**src/rtl/apb_timer.sv**
```systemverilog
// Zero-wait APB timer: 32-bit down counter with prescaler, auto-reload and level irq; registers update on the access edge, prdata is combinational.
// No backpressure: every transfer completes in setup + access, irq is registered from next-state so it rises with EXP.
module apb_timer #(
    parameter int CNT_W = 32,
    parameter int PSC_W = 8
) (
    input  logic        clk,
    input  logic        rstn,
    input  logic        psel,
    input  logic        penable,
    input  logic        pwrite,
    input  logic [31:0] paddr,
    input  logic [31:0] pwdata,
    output logic [31:0] prdata,
    output logic        irq
);
    localparam logic [1:0] OFF_CTRL   = 2'd0;
    localparam logic [1:0] OFF_LOAD   = 2'd1;
    localparam logic [1:0] OFF_VALUE  = 2'd2;
    localparam logic [1:0] OFF_STATUS = 2'd3;

    logic             en, auto_rl, ie, expired;
    logic [PSC_W-1:0] presc, psc_cnt;
    logic [CNT_W-1:0] load, value;

    logic             en_nxt, auto_nxt, ie_nxt, exp_nxt;
    logic [PSC_W-1:0] presc_nxt, psc_nxt;
    logic [CNT_W-1:0] load_nxt, value_nxt;

    logic        mapped, wr_any, wr_ctrl, wr_load, wr_status;
    logic        tick, expire;
    logic [31:0] rd_mux;
    logic        unused_addr;

    assign unused_addr = ^{paddr[31:12], paddr[1:0]};

    assign mapped    = (paddr[11:4] == 8'd0);
    assign wr_any    = psel && penable && pwrite && mapped;
    assign wr_ctrl   = wr_any && (paddr[3:2] == OFF_CTRL);
    assign wr_load   = wr_any && (paddr[3:2] == OFF_LOAD);
    assign wr_status = wr_any && (paddr[3:2] == OFF_STATUS);

    assign tick   = en && (psc_cnt == presc);
    // A LOAD write swallows the tick of its own cycle, expiry included.
    assign expire = tick && !wr_load && (value == '0);

    always_comb begin
        en_nxt    = en;
        auto_nxt  = auto_rl;
        ie_nxt    = ie;
        presc_nxt = presc;
        load_nxt  = load;
        value_nxt = value;
        exp_nxt   = expired;
        psc_nxt   = (!en || tick) ? '0 : psc_cnt + PSC_W'(1);

        if (tick && !wr_load) begin
            if (value != '0) begin
                value_nxt = value - CNT_W'(1);
            end else begin
                exp_nxt = 1'b1;
                if (auto_rl) begin
                    value_nxt = load;
                end else begin
                    en_nxt = 1'b0;
                end
            end
        end

        if (wr_status && pwdata[0] && !expire) begin
            exp_nxt = 1'b0;
        end

        if (wr_ctrl) begin
            en_nxt    = pwdata[0];
            auto_nxt  = pwdata[1];
            ie_nxt    = pwdata[2];
            presc_nxt = pwdata[8 +: PSC_W];
            if (!en || !pwdata[0]) begin
                psc_nxt = '0;
            end
        end

        if (wr_load) begin
            load_nxt  = pwdata[CNT_W-1:0];
            value_nxt = pwdata[CNT_W-1:0];
            psc_nxt   = '0;
        end
    end

    always_ff @(posedge clk or negedge rstn) begin
        if (!rstn) begin
            en      <= 1'b0;
            auto_rl <= 1'b0;
            ie      <= 1'b0;
            presc   <= '0;
            load    <= '0;
            value   <= '0;
            expired <= 1'b0;
            psc_cnt <= '0;
            irq     <= 1'b0;
        end else begin
            en      <= en_nxt;
            auto_rl <= auto_nxt;
            ie      <= ie_nxt;
            presc   <= presc_nxt;
            load    <= load_nxt;
            value   <= value_nxt;
            expired <= exp_nxt;
            psc_cnt <= psc_nxt;
            irq     <= exp_nxt && ie_nxt;
        end
    end

    always_comb begin
        rd_mux = '0;
        case (paddr[3:2])
            OFF_CTRL: begin
                rd_mux[2:0]         = {ie, auto_rl, en};
                rd_mux[8 +: PSC_W]  = presc;
            end
            OFF_LOAD:  rd_mux[CNT_W-1:0] = load;
            OFF_VALUE: rd_mux[CNT_W-1:0] = value;
            default:   rd_mux[0]         = expired;
        endcase
        prdata = (psel && !pwrite && mapped) ? rd_mux : '0;
    end
endmodule

```
**config.mk**
```make
export PLATFORM = sky130hd
export DESIGN_NAME = apb_timer
export DESIGN_NICKNAME = d
export VERILOG_FILES = /design/src/rtl/apb_timer.sv
export SDC_FILE = /design/constraint.sdc
export NUM_CORES = 1
export LEC_CHECK = 0
export CAP_MARGIN = 20
export CORE_ASPECT_RATIO = 1.2
export CORE_MARGIN = 1
export CORE_UTILIZATION = 55
export DETAILED_ROUTE_END_ITERATION = 6
export PLACE_DENSITY = 0.95
export SLEW_MARGIN = 15
export SYNTH_ARGS = -nofsm -noshare
export SYNTH_HDL_FRONTEND = slang
export SYNTH_SLANG_ARGS = --single-unit
```
**constraint.sdc**
```tcl
create_clock -name clk -period 4.43 [get_ports clk]
set_input_delay 0.6645 -clock clk [delete_from_list [all_inputs] [get_ports clk]]
set_output_delay 0.6645 -clock clk [all_outputs]
set_load 0.03 [all_outputs]
```
==> results of run 1 <==
## how the worst min path moves through the flow
stage	slack (ns)	cells after the start	endpoint	start
6_report	0.33	1	irq	rstn
2_1_floorplan	0.37	0	auto_rl	rstn
4_1_cts	0.50	2	load[14]	load[14]
3_5_place_dp	0.48	2	load[14]	load[14]
5_1_grt	0.39	1	expired	rstn
3_3_place_gp	0.47	2	load[14]	load[14]
## final cells by class
type                            count  area (µm²)
Clock buffer                       10         138
Tap cell                          120         150
Sequential cell                    85        2130
Inverter                           11        41.3
Fill cell                         708        2870
Timing Repair Buffer               93         897
Multi-Input combinational cell    503        2920
Clock inverter                      6        86.3
## cell usage after synthesis, types with 4 or more instances
| cell type | n |
|---|---|
| nand3_1 | 24 |
| and3_1 | 7 |
| dfrtp_1 | 85 |
| nor3_1 | 22 |
| o211ai_1 | 7 |
| clkbuf_1 | 30 |
| buf_2 | 5 |
| o21ai_1 | 4 |
| xor2_1 | 14 |
| mux2_2 | 11 |
| a21oi_1 | 30 |
| a222oi_1 | 11 |
| nand2_1 | 123 |
| or3_1 | 13 |
| xnor2_1 | 5 |
| inv_1 | 11 |
| or4_1 | 4 |
| nand4_1 | 9 |
| a31oi_1 | 14 |
| o21ai_0 | 27 |
| nor2_1 | 73 |
| ha_1 | 8 |
| nor4_1 | 13 |
| o21a_1 | 5 |
| a22oi_1 | 22 |
## worst max-delay path, cell delays in order
cell and delay, ns:
clkdlybuf4s50_1 0.41, nor4_1 0.52, nand3_1 0.20, or3_1 0.53, nor2_1 0.20, clkdlybuf4s50_1 0.69
## kinds of logic (layout without fill, tap and decap cells)
family                   Yosys count  after routing  synth area share [%]
XOR/XNOR                          19             19                  3.14
flip-flops                        85             85                  40.1
AND/OR/NAND/NOR                  311            311                  27.8
buffers and inverters             54            120                  5.00
adder cells (fa/ha/maj)            8              8                  1.89
multiplexers                      12             12                  2.52
AO/OA/AOI/OAI                    153            153                  19.5
## flip-flops by register name (all words and copies together) (netlist names)
register  cells
psc_cnt       8
expired       1
value        32
presc         8
irq           1
auto_rl       1
en            1
ie            1
load         32
## placed cells by master, fill, tap and decap left out, drive strengths merged, types with 8 or more instances in the layout
master	count
a21oi	30
a222oi	11
a22oi	22
a31oi	14
buf	15
clkbuf	10
clkdlybuf4s50	78
dfrtp	85
ha	8
inv	11
mux2	11
nand2	123
nand3	24
nand4	11
nor2	73
nor3	24
nor4	15
o21ai	31
or3	15
xor2	14
## power by group
group	internal (mW)	switching, mW	total (mW)
clock network	0.332	0.293	0.625
logic	0.0606	0.0696	0.130
registers	0.784	0.0155	0.800
total	1.18	0.378	1.55
## routing by layer
metal	wire, µm	vias to the layer above	share of wire [%]	GRT usage, %
met1	6080	2584	38	39.8
li1	-	2455	-	-
met3	1430	75	8.8	5.67
met2	7930	372	49	55.3
met5	0	-	0	0
met4	768	0	4.7	22.3
==> results.sh, run 1 <==
export IMPL_globalplace_congestion=0.940
export IMPL_cts_resized=0
export IMPL_chipHeight_um=110
export IMPL_whs_ns=0.329
export IMPL_skew_ns=0.0144
export IMPL_clockRootBuffer="clkbuf_8"
export IMPL_htreeDepth=3
export IMPL_final_setup_tns_ns=0
export IMPL_dieArea_um2=10000
export IMPL_worstMarginPinSlew_ns=1.02
export IMPL_wl_per_cell_um=19.6
export IMPL_relSlewSlack_pct=31.2
export IMPL_fin_crit_sh_pct=87.9
export IMPL_fin_crit_ns=3.89
export IMPL_post_place_ws_ns=0.571
export IMPL_nets=780
export IMPL_drt_initial_drc_count=697
export IMPL_r2r_end="value[1]"
export IMPL_netlist_top_cells_area="dfrtp_1, nand2_1, nor2_1, a22oi_1, a21oi_1"
export IMPL_final_max_slew_viol_count=0
export IMPL_power_density_nw_per_um2=245
export IMPL_rsz0062_at_grt="no"
export IMPL_synth_edf_count=0
export IMPL_hpwl_mm=11.2
export IMPL_vias=5486
export IMPL_cp_data_required_time_ns=3.77
export IMPL_die_x_um=91.6
export IMPL_clk_pin_slew_ns=0.08
export IMPL_clock_sinks=85
export IMPL_grt_max_degree=86
export IMPL_outcome="complete, but fails checks"
export IMPL_stdcell_area_um2=6360
export IMPL_hp_class="in2async"
export IMPL_power_mw=1.55
export IMPL_yosysWarnings=0
export IMPL_cp_max_fo=10
export IMPL_startpoint="paddr[7]"
export IMPL_drive_gt1_share_pct=7.91
export IMPL_synth_area_leader_cell="dfrtp_1"
export IMPL_boundaryPins=102
export IMPL_firstDrtPassIters=7
export IMPL_violations="DRC"
export IMPL_rows=38
export IMPL_grt_pass1_vias=5290
export IMPL_peakVddDrop_uv=146
export IMPL_grt_pass1_wl_mm=25.8
export IMPL_r2r_slack_ns=1.43
export IMPL_synth_top_cell_area_share_pct=40.1
export IMPL_ys_types=66
export IMPL_seq_area_frac_synth_pct=40.1
export IMPL_crit_arrival_ns=3.23
export IMPL_cts_hold_buffers=0
export IMPL_finalHoldViolCount=0
export IMPL_final_util_pct=68.9
export IMPL_cts_buffers=9
export IMPL_synth_nets=719
export IMPL_diodes=0
export IMPL_p_leak_nw=2.77
export IMPL_syn_inst=642
export IMPL_crit_path_end="prdata[2]"
export IMPL_fin_cells=828
export IMPL_critPathKind="in2out"
export IMPL_r2r_start="value[18]"
export IMPL_clockBufferDepth=2
export IMPL_grt_overflow_total=0
export IMPL_postSynthAreaPerCell_um2=8.26
export IMPL_viasPerCell=6.63
export IMPL_cap_violations=0
export IMPL_max_freq_mhz=257
export IMPL_io_buffers=79
export IMPL_setup_ws_ns=0.536
export IMPL_grtUsageTotal_pct=33.2
export IMPL_dpl_cell_area_um2=6130
export IMPL_grt_antenna_before_repair=0
export IMPL_netlist_area_um2=5300
export IMPL_finalSetupViolCount=0
export IMPL_dp_cells=812
export IMPL_ant_nets=0
export IMPL_synth_seq_cells=85
export IMPL_cp_start_kind="primary input"
export IMPL_core_um2=9220
export IMPL_clk_latency_ns=0.38
export IMPL_syn_to_final_growth_pct=19.8
export IMPL_cts_setup_buffers=0
export IMPL_initial_core_util_pct=57.5
export IMPL_r2r_cells=6
export IMPL_wirelength_mm=16.2
export IMPL_synthFlopType="dfrtp_1"
export IMPL_critPathCaptureType="output pin"
export IMPL_cts_tree="done"
export IMPL_route_detailed_drc=2
export IMPL_async_flop_share_pct=100
Note: power is estimated with default switching activity, not from simulation.
==> inputs of run 2 (changes only) <==
--- a/config.mk
+++ b/config.mk
@@ -11,6 +11,7 @@
 export CORE_UTILIZATION = 55
 export DETAILED_ROUTE_END_ITERATION = 6
 export PLACE_DENSITY = 0.95
+export REMOVE_ABC_BUFFERS = 1
 export SLEW_MARGIN = 15
 export SYNTH_ARGS = -nofsm -noshare
 export SYNTH_HDL_FRONTEND = slang
==> constraint.sdc (replaced) <==
create_clock -name clk -period 4.43 [get_ports clk]
set_input_delay 0.886 -clock clk [delete_from_list [all_inputs] [get_ports clk]]
set_output_delay 0.886 -clock clk [all_outputs]
set_load 0.03 [all_outputs]
==> results.sh, run 2 (synthesis gave the netlist of run 1 again) <==
export IMPL_grtUsageTotal_pct=32.8
export IMPL_cts_buffers=9
export IMPL_finalSetupViolCount=0
export IMPL_top_regs="load: 32 flops, value: 32 flops"
export IMPL_drt_initial_drc_count=723
export IMPL_vias=5533
export IMPL_wirelength_mm=15.9
export IMPL_grt_antenna_before_repair=0
export IMPL_final_setup_tns_ns=0
export IMPL_grt_pass1_vias=5400
export IMPL_syn_to_final_growth_pct=18.7
export IMPL_chipHeight_um=110
export IMPL_dieArea_um2=10000
export IMPL_die_x_um=91.6
export IMPL_firstDrtPassIters=7
export IMPL_clk_latency_ns=0.39
export IMPL_final_max_slew_viol_count=0
export IMPL_viasPerCell=6.68
export IMPL_initial_core_util_pct=57.5
export IMPL_core_um2=9220
export IMPL_final_common_cell="nand2_1"
export IMPL_cp_start_kind="primary input"
export IMPL_cp_max_fo=10
export IMPL_hp_class="reg2reg"
export IMPL_rows=38
export IMPL_boundaryPins=102
export IMPL_fin_crit_ns=4.21
export IMPL_skew_ns=0.0132
export IMPL_grt_overflow_total=0
export IMPL_p_leak_nw=2.75
export IMPL_htreeDepth=3
export IMPL_cts_tree="done"
export IMPL_grt_max_degree=86
export IMPL_wl_per_cell_um=19.3
export IMPL_io_buffers=79
export IMPL_cts_hold_buffers=0
export IMPL_crit_arrival_ns=3.32
export IMPL_clock_sinks=85
export IMPL_cp_data_required_time_ns=3.54
export IMPL_final_cell_mix="nand2_1, dfrtp_1, clkdlybuf4s50_1"
export IMPL_finalHoldViolCount=0
export IMPL_whs_ns=0.493
export IMPL_power_density_nw_per_um2=229
export IMPL_drive_gt1_share_pct=8.33
export IMPL_relSlewSlack_pct=45.8
export IMPL_clockBufferDepth=2
export IMPL_worstMarginPinSlew_ns=0.812
export IMPL_clk_pin_slew_ns=0.09
export IMPL_grt_pass1_wl_mm=25.9
export IMPL_max_freq_mhz=238
export IMPL_hpwl_mm=10.9
export IMPL_nets=780
export IMPL_critPathKind="in2out"
export IMPL_route_detailed_drc=0
export IMPL_outcome="complete, no violations"
export IMPL_cap_violations=0
export IMPL_ant_nets=0
export IMPL_fill_cells=764
export IMPL_fin_crit_sh_pct=95.0
export IMPL_critPathCaptureType="output pin"
export IMPL_peakVddDrop_uv=152
export IMPL_diodes=0
export IMPL_rsz0062_at_grt="no"
export IMPL_clockRootBuffer="clkbuf_8"
export IMPL_globalplace_congestion=0.932
run 2: changes by cell type in the layout (fill, tap and decap cells not counted), sizes merged:
cell,change
bufinv,-2
buf,+2
clkbuf,+1
clkdlybuf4s50,-3
clkinv,+2
run 2: path summary, 6_finish.rpt:
path	cells past startpoint	slack (ns)	to	start
setup / recovery	6	0.22	prdata[8]	psel
hold / removal	2	0.49	load[14]	load[14]
setup reg to reg	7	1.36	value[16]	value[14]
hold reg to reg	2	0.49	load[14]	load[14]
max in group asynchronous	1	3.35	load[22]	rstn
min in group asynchronous	1	0.54	irq	rstn
run 2: layout make-up:
class / instances / area [µm²] / area share [%]
flip-flops and latches: 85 / 2130 / 33.8
clock inverters: 6 / 40.0 / 0.636
multi-input cells: 503 / 2920 / 46.4
clock buffers: 10 / 128 / 2.03
well taps: 120 / 150 / 2.38
repair buffers: 93 / 887 / 14.1
inverters: 11 / 41.3 / 0.656
run 2: critical path: stages:
cell and delay [ns]:
clkdlybuf4s50_1 0.47, nor3b_1 0.37, nand3_1 0.17, or3_1 0.54
nor2_1 0.19, clkdlybuf4s50_1 0.69
run 2: power by group:
part	internal (mW)	switching [mW]
clock network	0.203	0.310
registers	0.784	0.0148
logic	0.0617	0.0695
run 2: metal layers:
metal	up-vias	part of all wire (%)	global-route usage, %
li1	2451	-	-
met1	2609	37	40.6
met2	389	49	55.9
met3	84	9.5	3.60
met4	0	3.9	19.3
met5	-	0	0
run 2: repair_timing:
action | 4_1_cts | 5_1_grt
gates resized for setup | 0 | 1
buffers inserted | 0 | 0
setup endpoints to repair | 0 | 6
run 2: through the flow:
step / power (mW) / util (%) / instance area (µm²) / setup WS [ns] / cells
2_1_floorplan: 0.858 / - / 5080 / 0.354 / 599
3_3_place_gp: 0.937 / 66.3 / 6110 / 0.268 / 811
3_5_place_dp: 0.942 / 66.3 / 6110 / 0.123 / 811
4_1_cts: 1.43 / 68.1 / 6280 / 0.109 / 827
5_1_grt: 1.47 / 68.3 / 6300 / 0.102 / 828
6_report: 1.44 / 68.3 / 6300 / 0.220 / 828
==> inputs of run 3 (changes only) <==
--- a/config.mk
+++ b/config.mk
@@ -10,7 +10,7 @@
 export CORE_MARGIN = 1
 export CORE_UTILIZATION = 55
 export DETAILED_ROUTE_END_ITERATION = 6
-export PLACE_DENSITY = 0.95
+export PLACE_DENSITY_LB_ADDON = 0.05
 export REMOVE_ABC_BUFFERS = 1
 export SLEW_MARGIN = 15
 export SYNTH_ARGS = -nofsm -noshare
==> results.sh, run 3 (synthesis gave the netlist of run 1 again) <==
export IMPL_clockBufferDepth=2
export IMPL_multiInputGateArea_um2=2920
export IMPL_grtUsageTotal_pct=32.3
export IMPL_relSlewSlack_pct=25.6
export IMPL_ant_nets=0
export IMPL_peakVddDrop_uv=147
export IMPL_fin_crit_ns=4.23
export IMPL_power_density_nw_per_um2=243
export IMPL_skew_ns=0.00914
export IMPL_hpwl_mm=10.9
export IMPL_grt_antenna_before_repair=0
export IMPL_rsz0062_at_grt="no"
export IMPL_cp_slowest_cell="clkdlybuf4s50_1"
export IMPL_final_cell_mix="nand2_1, dfrtp_1, nor2_1"
export IMPL_violations="DRC"
export IMPL_critPathCaptureType="output pin"
export IMPL_r2r_start="value[18]"
export IMPL_fin_crit_sh_pct=95.5
export IMPL_slowest_delay_ns=0.69
export IMPL_cts_setup_buffers=0
export IMPL_hold_depth=2
export IMPL_core_um2=9220
export IMPL_top_regs="load: 32 flops, value: 32 flops"
export IMPL_fill_cells=779
export IMPL_nets=783
export IMPL_cts_tree="done"
export IMPL_wirelength_mm=15.7
export IMPL_cp_common_cell="clkdlybuf4s50_1"
export IMPL_min_from="load[9]"
export IMPL_htreeDepth=3
export IMPL_startpoint="paddr[7]"
export IMPL_met2WireLength_mm=7.68
export IMPL_chipHeight_um=110
export IMPL_cts_buffers=9
export IMPL_globalplace_congestion=0.913
export IMPL_io_buffers=79
export IMPL_p_leak_nw=2.80
export IMPL_final_max_slew_viol_count=0
export IMPL_clk_pin_slew_ns=0.08
export IMPL_final_seq_area_um2=2130
export IMPL_clk_latency_ns=0.37
export IMPL_finalSetupViolCount=0
export IMPL_r2r_cells=7
export IMPL_clockRootBuffer="clkbuf_8"
export IMPL_r2r_slack_ns=1.34
export IMPL_power_mw=1.54
export IMPL_dpl_cell_area_um2=6130
export IMPL_critPathKind="in2out"
export IMPL_diodes=0
export IMPL_drt_initial_drc_count=486
export IMPL_dieArea_um2=10000
export IMPL_hold_path_end="load[9]"
export IMPL_max_freq_mhz=236
export IMPL_wl_met1_mm=6.72
export IMPL_route_detailed_drc=4
export IMPL_cp_start_kind="primary input"
export IMPL_initial_core_util_pct=57.5
export IMPL_r2r_end="value[16]"
export IMPL_boundaryPins=102
export IMPL_rows=38
export IMPL_setup_ws_ns=0.200
export IMPL_fin_cells=830
export IMPL_drive_gt1_share_pct=9.30
export IMPL_worstMarginPinSlew_ns=1.11
export IMPL_post_place_ws_ns=0.145
export IMPL_grt_max_degree=49
export IMPL_maxUsedRoutingLayer="met4"
export IMPL_syn_to_final_growth_pct=19.7
export IMPL_final_common_cell="nand2_1"
export IMPL_cp_cell_sequence="clkdlybuf4s50_1 > nor4_2 > nand3_1 > or3_1 > nor2_1 > clkdlybuf4s50_1"
export IMPL_viasPerCell=6.36
export IMPL_clock_sinks=85
export IMPL_die_x_um=91.6
export IMPL_final_setup_tns_ns=0
export IMPL_firstDrtPassIters=7
export IMPL_cp_max_fo=10
export IMPL_hp_class="reg2reg"
export IMPL_grt_pass1_vias=5044
export IMPL_stdcell_area_um2=6350
export IMPL_dp_cells=815
export IMPL_grt_pass1_wl_mm=25.4
export IMPL_vias=5281
export IMPL_cp_data_required_time_ns=3.54
export IMPL_grt_overflow_total=0
export IMPL_finalHoldViolCount=0
export IMPL_cap_violations=0
export IMPL_outcome="complete, but fails checks"
export IMPL_wl_per_cell_um=18.9
export IMPL_crit_arrival_ns=3.34
export IMPL_met3_wirelength_mm=1.10
[run 3: cell count changes in the layout (fill, tap and decap cells not counted)]
cell,previous run,this run
buf_4,16,26
clkdlybuf4s50_1,75,70
bufinv_16,0,2
clkinv_2,3,1
clkinv_4,2,0
buf_6,1,0
clkbuf_2,1,0
clkbuf_8,9,10
[run 3: how the worst max path moves through the flow]
stage	endpoint	slack (ns)	cells past startpoint
global route	prdata[11]	0.08	6
CTS	prdata[11]	0.13	6
detailed placement	prdata[11]	0.14	6
floorplan	value[24]	0.35	8
global placement	prdata[14]	0.26	6
finish	prdata[11]	0.20	6
[run 3: cell type report]
class / instances / share of cell area (%)
repair buffers: 96 / 14.1
inverters: 11 / 0.650
clock buffers: 11 / 2.23
flip-flops and latches: 85 / 33.5
multi-input cells: 503 / 46.0
clock inverters: 4 / 1.14
well taps: 120 / 2.36
[run 3: critical path, delay by kind of cell]
family | cells | cell delay (ns)
buf+inv | 2 | 1.13
simple gates | 4 | 1.32
[run 3: repair_timing]
action,CTS,global route
hold buffers,0,0
setup endpoints to repair,0,8
gates resized for setup,0,1
[run 3: power breakdown]
part           switching, mW  internal, mW
clock network          0.286         0.329
registers             0.0147         0.784
logic                 0.0682        0.0619
[run 3: metal layers]
layer | up-vias | GRT usage (%)
li1 | 2462 | -
met4 | 0 | 12.7
met5 | - | 0
met3 | 26 | 4.63
met1 | 2544 | 41.4
met2 | 249 | 55.4
[run 3: through the flow]
step	utilization (%)	hold slack (ns)
after floorplan	-	0.452
after global routing	68.9	0.518
after detailed placement	66.5	0.478
after CTS	68.8	0.501
after global placement	66.5	0.465
final	68.9	0.501
